### src/rtl/cpu_types_pkg.sv
// Shared types for the cache/memory interface.
//   ramstate_t  : handshake state reported by the RAM model/controller
//   arb_state_t : cache_mem_arbiter grant FSM states
//   WD_W        : width of the serve-state watchdog counter
package cpu_types_pkg;

  typedef enum logic [1:0] {
    FREE   = 2'd0,
    BUSY   = 2'd1,
    ACCESS = 2'd2,
    ERROR  = 2'd3
  } ramstate_t;

  typedef enum logic [1:0] {
    IDLE  = 2'd0,
    DSERV = 2'd1,
    ISERV = 2'd2,
    ABORT = 2'd3
  } arb_state_t;

  localparam int WD_W = 8;

endpackage

### src/rtl/mem_watchdog.sv
// Serve-state watchdog for the memory arbiter.
// Counts cycles spent serving a word without RAM ACCESS; saturates at TIMEOUT.
//   CLK, nRST : clock, async active-low reset
//   clear     : zero the count (ACCESS seen, grant changed, or not serving)
//   en        : count this cycle (arbiter is in a serve state)
//   timeout   : count has reached TIMEOUT
module mem_watchdog #(
  parameter int TIMEOUT = 255,
  parameter int W       = 8
) (
  input  logic CLK,
  input  logic nRST,
  input  logic clear,
  input  logic en,
  output logic timeout
);

  localparam logic [W-1:0] LIMIT = W'(TIMEOUT);

  logic [W-1:0] wd_cnt;

  always_ff @(posedge CLK or negedge nRST) begin
    if (!nRST)
      wd_cnt <= '0;
    else if (clear)
      wd_cnt <= '0;
    else if (en && (wd_cnt != LIMIT))
      wd_cnt <= wd_cnt + 1'b1;
  end

  assign timeout = (wd_cnt == LIMIT);

endmodule

### src/rtl/cache_mem_arbiter.sv
// Cache-to-RAM arbiter: serializes icache (read) and dcache (read/write)
// word requests onto one RAM port. Dcache has priority and keeps its grant
// for BLOCK_WORDS accesses so a block's words are not split; a pending
// icache request then gets the next grant. A watchdog aborts a stalled word
// and raises the sticky mem_err; the pending request simply re-arbitrates.
// Ports:
//   CLK, nRST                  : clock, async active-low reset
//   iREN, iaddr / iwait, iload : icache request / response
//   dREN, dWEN, daddr, dstore  : dcache request (dWEN wins over dREN)
//   dwait, dload               : dcache response
//   ramREN, ramWEN, ramaddr, ramstore / ramload, ramstate : RAM port
//   mem_err                    : sticky error (timeout or RAM ERROR)
module cache_mem_arbiter
  import cpu_types_pkg::*;
#(
  parameter int ADDR_W      = 32,
  parameter int DATA_W      = 32,
  parameter int BLOCK_WORDS = 2,
  parameter int TIMEOUT     = 255
) (
  input  logic              CLK,
  input  logic              nRST,
  input  logic              iREN,
  input  logic [ADDR_W-1:0] iaddr,
  output logic              iwait,
  output logic [DATA_W-1:0] iload,
  input  logic              dREN,
  input  logic              dWEN,
  input  logic [ADDR_W-1:0] daddr,
  input  logic [DATA_W-1:0] dstore,
  output logic              dwait,
  output logic [DATA_W-1:0] dload,
  output logic              ramREN,
  output logic              ramWEN,
  output logic [ADDR_W-1:0] ramaddr,
  output logic [DATA_W-1:0] ramstore,
  input  logic [DATA_W-1:0] ramload,
  input  logic [1:0]        ramstate,
  output logic              mem_err
);

  localparam int BC_W = (BLOCK_WORDS > 1) ? $clog2(BLOCK_WORDS) : 1;
  localparam logic [BC_W-1:0] BURST_LAST = BC_W'(BLOCK_WORDS - 1);

  arb_state_t      state, next_state;
  logic [BC_W-1:0] burst_cnt, burst_nxt;
  ramstate_t       rs;
  logic            dreq, access, ram_err, serving, timeout, wd_clear;

  assign rs      = ramstate_t'(ramstate);
  assign dreq    = dREN | dWEN;
  assign access  = (rs == ACCESS);
  assign ram_err = (rs == ERROR);
  assign serving = (state == DSERV) || (state == ISERV);
  // Any grant change restarts the stall count for the new owner.
  assign wd_clear = access || (next_state != state) || !serving;

  mem_watchdog #(.TIMEOUT(TIMEOUT), .W(WD_W)) u_wd (
    .CLK     (CLK),
    .nRST    (nRST),
    .clear   (wd_clear),
    .en      (serving),
    .timeout (timeout)
  );

  always_ff @(posedge CLK or negedge nRST) begin
    if (!nRST) begin
      state     <= IDLE;
      burst_cnt <= '0;
      mem_err   <= 1'b0;
    end else begin
      state     <= next_state;
      burst_cnt <= burst_nxt;
      if (state == ABORT) mem_err <= 1'b1;
    end
  end

  // Next-state: a request leaving is checked first, then word completion,
  // and only a cycle without ACCESS can abort.
  always_comb begin
    next_state = state;
    burst_nxt  = '0;
    case (state)
      IDLE: begin
        if (dreq)      next_state = DSERV;
        else if (iREN) next_state = ISERV;
      end
      DSERV: begin
        if (!dreq) begin
          next_state = IDLE;
        end else if (access) begin
          if (burst_cnt == BURST_LAST) begin
            if (iREN) next_state = ISERV;
          end else begin
            burst_nxt = burst_cnt + 1'b1;
          end
        end else if (ram_err || timeout) begin
          next_state = ABORT;
        end else begin
          burst_nxt = burst_cnt;
        end
      end
      ISERV: begin
        if (!iREN)                 next_state = IDLE;
        else if (access)           next_state = dreq ? DSERV : ISERV;
        else if (ram_err || timeout) next_state = ABORT;
      end
      default: next_state = IDLE;
    endcase
  end

  // RAM port / wait mux; requests pass through combinationally while granted.
  always_comb begin
    ramREN   = 1'b0;
    ramWEN   = 1'b0;
    ramaddr  = '0;
    ramstore = '0;
    iwait    = 1'b1;
    dwait    = 1'b1;
    case (state)
      DSERV: begin
        ramaddr  = daddr;
        ramstore = dstore;
        ramWEN   = dWEN;
        ramREN   = dREN & ~dWEN;
        dwait    = ~access;
      end
      ISERV: begin
        ramaddr = iaddr;
        ramREN  = iREN;
        iwait   = ~access;
      end
      default: ;
    endcase
  end

  assign iload = ramload;
  assign dload = ramload;

endmodule
### config.mk
export PLATFORM = sky130hd
export DESIGN_NAME = cache_mem_arbiter
export DESIGN_NICKNAME = d
export VERILOG_FILES = /design/src/rtl/cpu_types_pkg.sv /design/src/rtl/mem_watchdog.sv /design/src/rtl/cache_mem_arbiter.sv
export SDC_FILE = /design/constraint.sdc
export NUM_CORES = 1
export LEC_CHECK = 0
export ABC_AREA = 0
export BUFFER_PORTS_ARGS = -buffer_cell sky130_fd_sc_hd__buf_4
export CAP_MARGIN = 10
export CORE_AREA = 2 2 103 105
export CTS_CLUSTER_DIAMETER = 60
export CTS_CLUSTER_SIZE = 30
export DETAILED_ROUTE_END_ITERATION = 10
export DIE_AREA = 0 0 105 107
export PLACE_DENSITY = 0.61
export SLEW_MARGIN = 10
export SYNTH_ARGS = -nofsm -noshare
export SYNTH_HDL_FRONTEND = slang
export SYNTH_SLANG_ARGS = --single-unit
### constraint.sdc
create_clock -name CLK -period 1.9 [get_ports CLK]
set_clock_uncertainty 0.15 [all_clocks]
set_input_delay 0 -clock CLK [delete_from_list [all_inputs] [get_ports CLK]]
set_output_delay 0 -clock CLK [all_outputs]
set_load 0.03 [all_outputs]
# == Yosys cells after proc, flatten, opt, wreduce, memory -nomap -nowiden ==
# Cells that the tools add are included.
# W data, S select, Z words.
# word_totals
reg_bits,12
inputBits,135
wordCells,50
# classes
addsub,2
eq_ne,9
muxes,23
bitwise,4
n_reduce_logical,8
# op_table
operator,count
$pmux W32 S2,1
$mux W32,1
$mux W2,9
$mux W8,2
$add A8 B1 Y8 const B,1
$eq A2 B2 Y1 const B,4
$eq A8 B8 Y1 const B,1
$mux W1,8
$ne A8 B8 Y1 const B,1
$pmux W2 S3,1
$logic_or A1 B1 Y1,4
$ne A4 B3 Y1 const B,1
$eq A2 B1 Y1 const B,1
$logic_not A2 Y1,1
$ne A2 B2 Y1,1
$not A1 Y1,2
$pmux W1 S2,1
$reduce_bool A2 Y1,1
$add A1 B1 Y1 const B,1
$and A1 B1 Y1,1
$logic_and A1 B1 Y1,1
$logic_not A1 Y1,1
$or A1 B1 Y1,1

# == Longest topological paths before layout ==
# logic_depth
word_depth,10
ltp_mapped,8

# == Modules after synthesis ==
# From an unflattened synthesis, not the netlist that was laid out.
# unflattened
hier_cells,281
hier_area_um2,2113.3
# by_module_without_submodules
mod,n_inst,cells_per_inst,area_per_inst_um2,seq_area_each_um2
cache_mem_arbiter,1,234,1639.1,100.1
mem_watchdog,1,47,474.2,200.2

# == Worst setup path after synthesis ==
# OpenSTA, ideal clock, no wires.
# synth_path
kind,flip-flop to flip-flop
from,register state[0]
to,register u_wd.wd_cnt[2]
setup_time_ps,141
t_arrival_ps,1720
path_slack_ps,-111
path_stages_with_launch,8
path_buffers,1
path_cell_list,dfrtp_1 inv_1 ha_1 buf_6 nand2_1 a211o_1 a211oi_4 nor4_2
# synth_between
elab_chain_len,9
word_cells_on_any_way,20
cone_classes,eq/ne: 3; mux: 10; reduce/logical: 7
# synth_rtl
element,line_no,text
from (decl),cache_mem_arbiter.sv:45,"arb_state_t state, next_state;"
from (signal assigned),cache_mem_arbiter.sv:72,state <= next_state;
$mux W2,"cache_mem_arbiter.sv:86, cache_mem_arbiter.sv:93",
$mux W2,cache_mem_arbiter.sv:92,if (burst_cnt == BURST_LAST) begin
$mux W2,cache_mem_arbiter.sv:91,end else if (access) begin
$mux W2,cache_mem_arbiter.sv:89,if (!dreq) begin
$pmux W2 S3,cache_mem_arbiter.sv:83,case (state)
$ne A2 B2 Y1,cache_mem_arbiter.sv:56,assign wd_clear = access || (next_state != state) || !serving;
$logic_or A1 B1 Y1 (2 in a row),cache_mem_arbiter.sv:56,
$mux W8 / $reduce_bool A2 Y1 (equally long branches),n/a,
to (signal assigned),mem_watchdog.sv:28,wd_cnt <= wd_cnt + 1'b1;
to (decl),mem_watchdog.sv:20,logic [W-1:0] wd_cnt;
# Parallel ways exist; a longest one is shown, timed or not.
# A chain may end at the register's enable or synchronous reset.

# == Worst setup path after layout ==
# layout_path
from,register state[0]
to,register u_wd.wd_cnt[6]
# Same word-level chain as after synthesis.

==> impl_metrics.env <==
export IMPL_p_leak_nw=1.65
export IMPL_dp_cells=512
export IMPL_seq_area_um2=303
export IMPL_fillers=1074
export IMPL_yosys_warnings=0
export IMPL_yosys_top_cells_area="buf_4 23%, dfrtp_1 14%, a22oi_1 12%"
export IMPL_avgSynthCellArea_um2=7.67
export IMPL_antenna_found_initial=0
export IMPL_seq_power_share=0.068
export IMPL_min_period_ps=1860
export IMPL_insertion_delay_ps=240
export IMPL_grtUsageTotal=0.139
export IMPL_setup_viol=0
export IMPL_cts_tree="built"
export IMPL_grt_pass1_vias=2345
export IMPL_antenna_left=0
export IMPL_area_growth_syn_to_layout_pct=72.5
export IMPL_dieWidth_um=105
export IMPL_drcViolationCount=0
export IMPL_io_buffers=171
export IMPL_cts_sinks=12
export IMPL_peakVddDrop_uv=709
export IMPL_layout_common_cells="179 x buf_4, 35 x dlygate4sd3_1, 34 x and2_1"
export IMPL_initial_utilization=0.207
export IMPL_multi_input_comb_area_um2=1280
export IMPL_cts_root_buf="clkbuf_8"
export IMPL_rsz0062_at_grt="true"
export IMPL_syn_inst=272
export IMPL_fin_cells=552
export IMPL_ys_seq_area_frac=0.144
export IMPL_synthDistinctLibCells=42
export IMPL_async_flop_share=1.00
export IMPL_viasPerCell=4.33
export IMPL_dr_pass1_iters=4
export IMPL_max_freq_ghz=0.538
export IMPL_cts_clk_slew_worst_paths_ps=60
export IMPL_diodes=0
export IMPL_syn_nets=413
export IMPL_final_common_cell="buf_4"
export IMPL_synth_top_area_share=0.230
export IMPL_synth_seq_cells=12
export IMPL_via_count=2389
export IMPL_synth_flop_cell="dfrtp_1"
export IMPL_drt_wl_total_mm=8.47
export IMPL_die_area_um2=11200
export IMPL_p_comb_frac=0.881
export IMPL_critPathKind="reg -> reg"
export IMPL_cp_max_fo=8
export IMPL_cp_required_ps=1850
export IMPL_layout_nets=558
export IMPL_powerDensity_nw_per_um2=1500
export IMPL_synth_edf_count=0
export IMPL_drive_gt1_frac=0.512
export IMPL_syn_cell_area_um2=2090
export IMPL_dp_slack_ps=-4.34
export IMPL_switchingPower_mw=2.99
export IMPL_fp_row_count=37
export IMPL_crit_arrival_ps=1810
export IMPL_clkPwrFrac=0.052
export IMPL_whs_path_depth=3
export IMPL_worst_pin_slew_ps=672
export IMPL_dp_final_hpwl_mm=6.81
export IMPL_grt_max_degree=44
export IMPL_finalHoldViolCount=0
export IMPL_wl_per_cell_um=15.3
export IMPL_core_um2=10100
export IMPL_total_power_mw=5.40
export IMPL_rr_worst_depth=7
export IMPL_gr_total_overflow=0
export IMPL_fin_ws_ps=39.6
export IMPL_drt_initial_drc_count=82
export IMPL_critical_path_startpoint_type="flip-flop"
export IMPL_critPathCaptureType="flip-flop"
export IMPL_switching_share=0.554
export IMPL_fin_crit_sh=0.979
export IMPL_internal_power_mw=2.40
export IMPL_post_route_util=0.357
export IMPL_die_h_um=107
export IMPL_cts_buffers=3
export IMPL_min_path_type="in -> reg"
export IMPL_drv_cap=0
export IMPL_clockBufferDepth=2
export IMPL_slew_headroom=0.550
export IMPL_grt_pass1_wl_mm=12.5
export IMPL_status="finished, final reports clean"
export IMPL_gp_congestion=0.883
export IMPL_synth_top_area_cell="buf_4"
export IMPL_slew_viol_final=0
export IMPL_io_pin_count=268
export IMPL_cts_max_level=1
[power by group through the flow]
stage	registers, mW	logic (mW)	clock network [mW]
global placement	0.358	4.34	0
floorplan	0.371	3.03	0
global route	0.374	5.04	0.311
finish	0.366	4.75	0.278
detailed placement	0.364	4.38	0
CTS	0.361	4.72	0.292
[path summary, 6_finish.rpt]
| path | startpoint | endpoint | slack (ps) |
|---|---|---|---|
| setup / recovery | state[0]$_DFF_PN0_ | u_wd.wd_cnt[6]$_DFFE_PN0P_ | 40 |
| hold / removal | ramstate[1] | state[0]$_DFF_PN0_ | 6 |
| setup reg to reg | state[0]$_DFF_PN0_ | u_wd.wd_cnt[6]$_DFFE_PN0P_ | 40 |
| hold reg to reg | mem_err$_DFFE_PN0N_ | mem_err$_DFFE_PN0N_ | 320 |
| max in group asynchronous | nRST | state[1]$_DFF_PN0_ | 150 |
| min in group asynchronous | nRST | u_wd.wd_cnt[3]$_DFFE_PN0P_ | 520 |
[state kept, by name (all words and copies together) (netlist names)]
signal / cells
u_wd.wd_cnt: 8
state: 2
burst_cnt: 1
mem_err: 1
[cell usage after synthesis (2+ instances only)]
| cell | number |
|---|---|
| and3_1 | 2 |
| buf_4 | 64 |
| nor3_1 | 7 |
| nor2_1 | 8 |
| inv_1 | 4 |
| a22oi_1 | 32 |
| ha_1 | 6 |
| or2_2 | 2 |
| a21oi_1 | 5 |
| nand2_1 | 10 |
| clkbuf_1 | 13 |
| dfrtp_1 | 12 |
| o21ai_0 | 4 |
| o21ai_1 | 3 |
| and2_1 | 34 |
| nor2b_1 | 32 |
| a31oi_2 | 2 |
| nand3_1 | 7 |
| mux2i_1 | 2 |
[what timing repair did]
item | 4_1_cts | 5_1_grt
endpoints found under the setup margin | 34 | 31
pin swaps | 2 | 5
hold buffers | 35 | 0
cloned | 0 | 0
setup buffers | 1 | 0
hold endpoints to repair | 76 | 0
resized for setup | 8 | 8
[layer usage]
layer	wire, µm	share of wire	vias to the layer above	GRT usage
met5	0	0	-	0
met4	54	0.0064	0	0.0200
met3	757	0.089	4	0.0450
met2	4610	0.54	136	0.267
met1	3050	0.36	1088	0.150
li1	-	-	1161	-
[per-stage QoR]
step / TNS [ps] / cell area, µm² / hold slack (ps)
final: 0 / 3600 / 5.57
after global routing: -325 / 3600 / 44.8
after CTS: 0 / 3570 / 6.52
after detailed placement: -4.34 / 3120 / -297
after global placement: 0 / 3120 / -300
after floorplan: -12.6 / 2120 / -446
[cell families (layout without fill, tap and decap cells)]
group	count (synthesis)	count (layout)	share of synthesized area
xor gates and xnor gates	2	2	0.00839
DFF	12	12	0.144
adders and majority gates	6	6	0.0360
buffers and inverters	83	227	0.269
muxes	2	2	0.00959
and+or+nand+nor	110	110	0.312
AOI/OAI and AO/OA	57	57	0.222
[area by class of cell]
cell class / instances / area share
clock buffer: 4 / 0.0153
inverter: 4 / 0.00556
multi-input combinational: 177 / 0.356
sequential: 12 / 0.0841
tap: 136 / 0.0473
timing repair buffer: 219 / 0.492
[worst max-delay path, cell delays in order, from the launching register on]
cell       delay (ps)
dfrtp_2           470
inv_4             100
ha_4              170
nand2_4            70
a211o_1           330
a211oi_4          220
buf_6             160
a2111oi_2          50
Power figures use the tool's default switching activity.
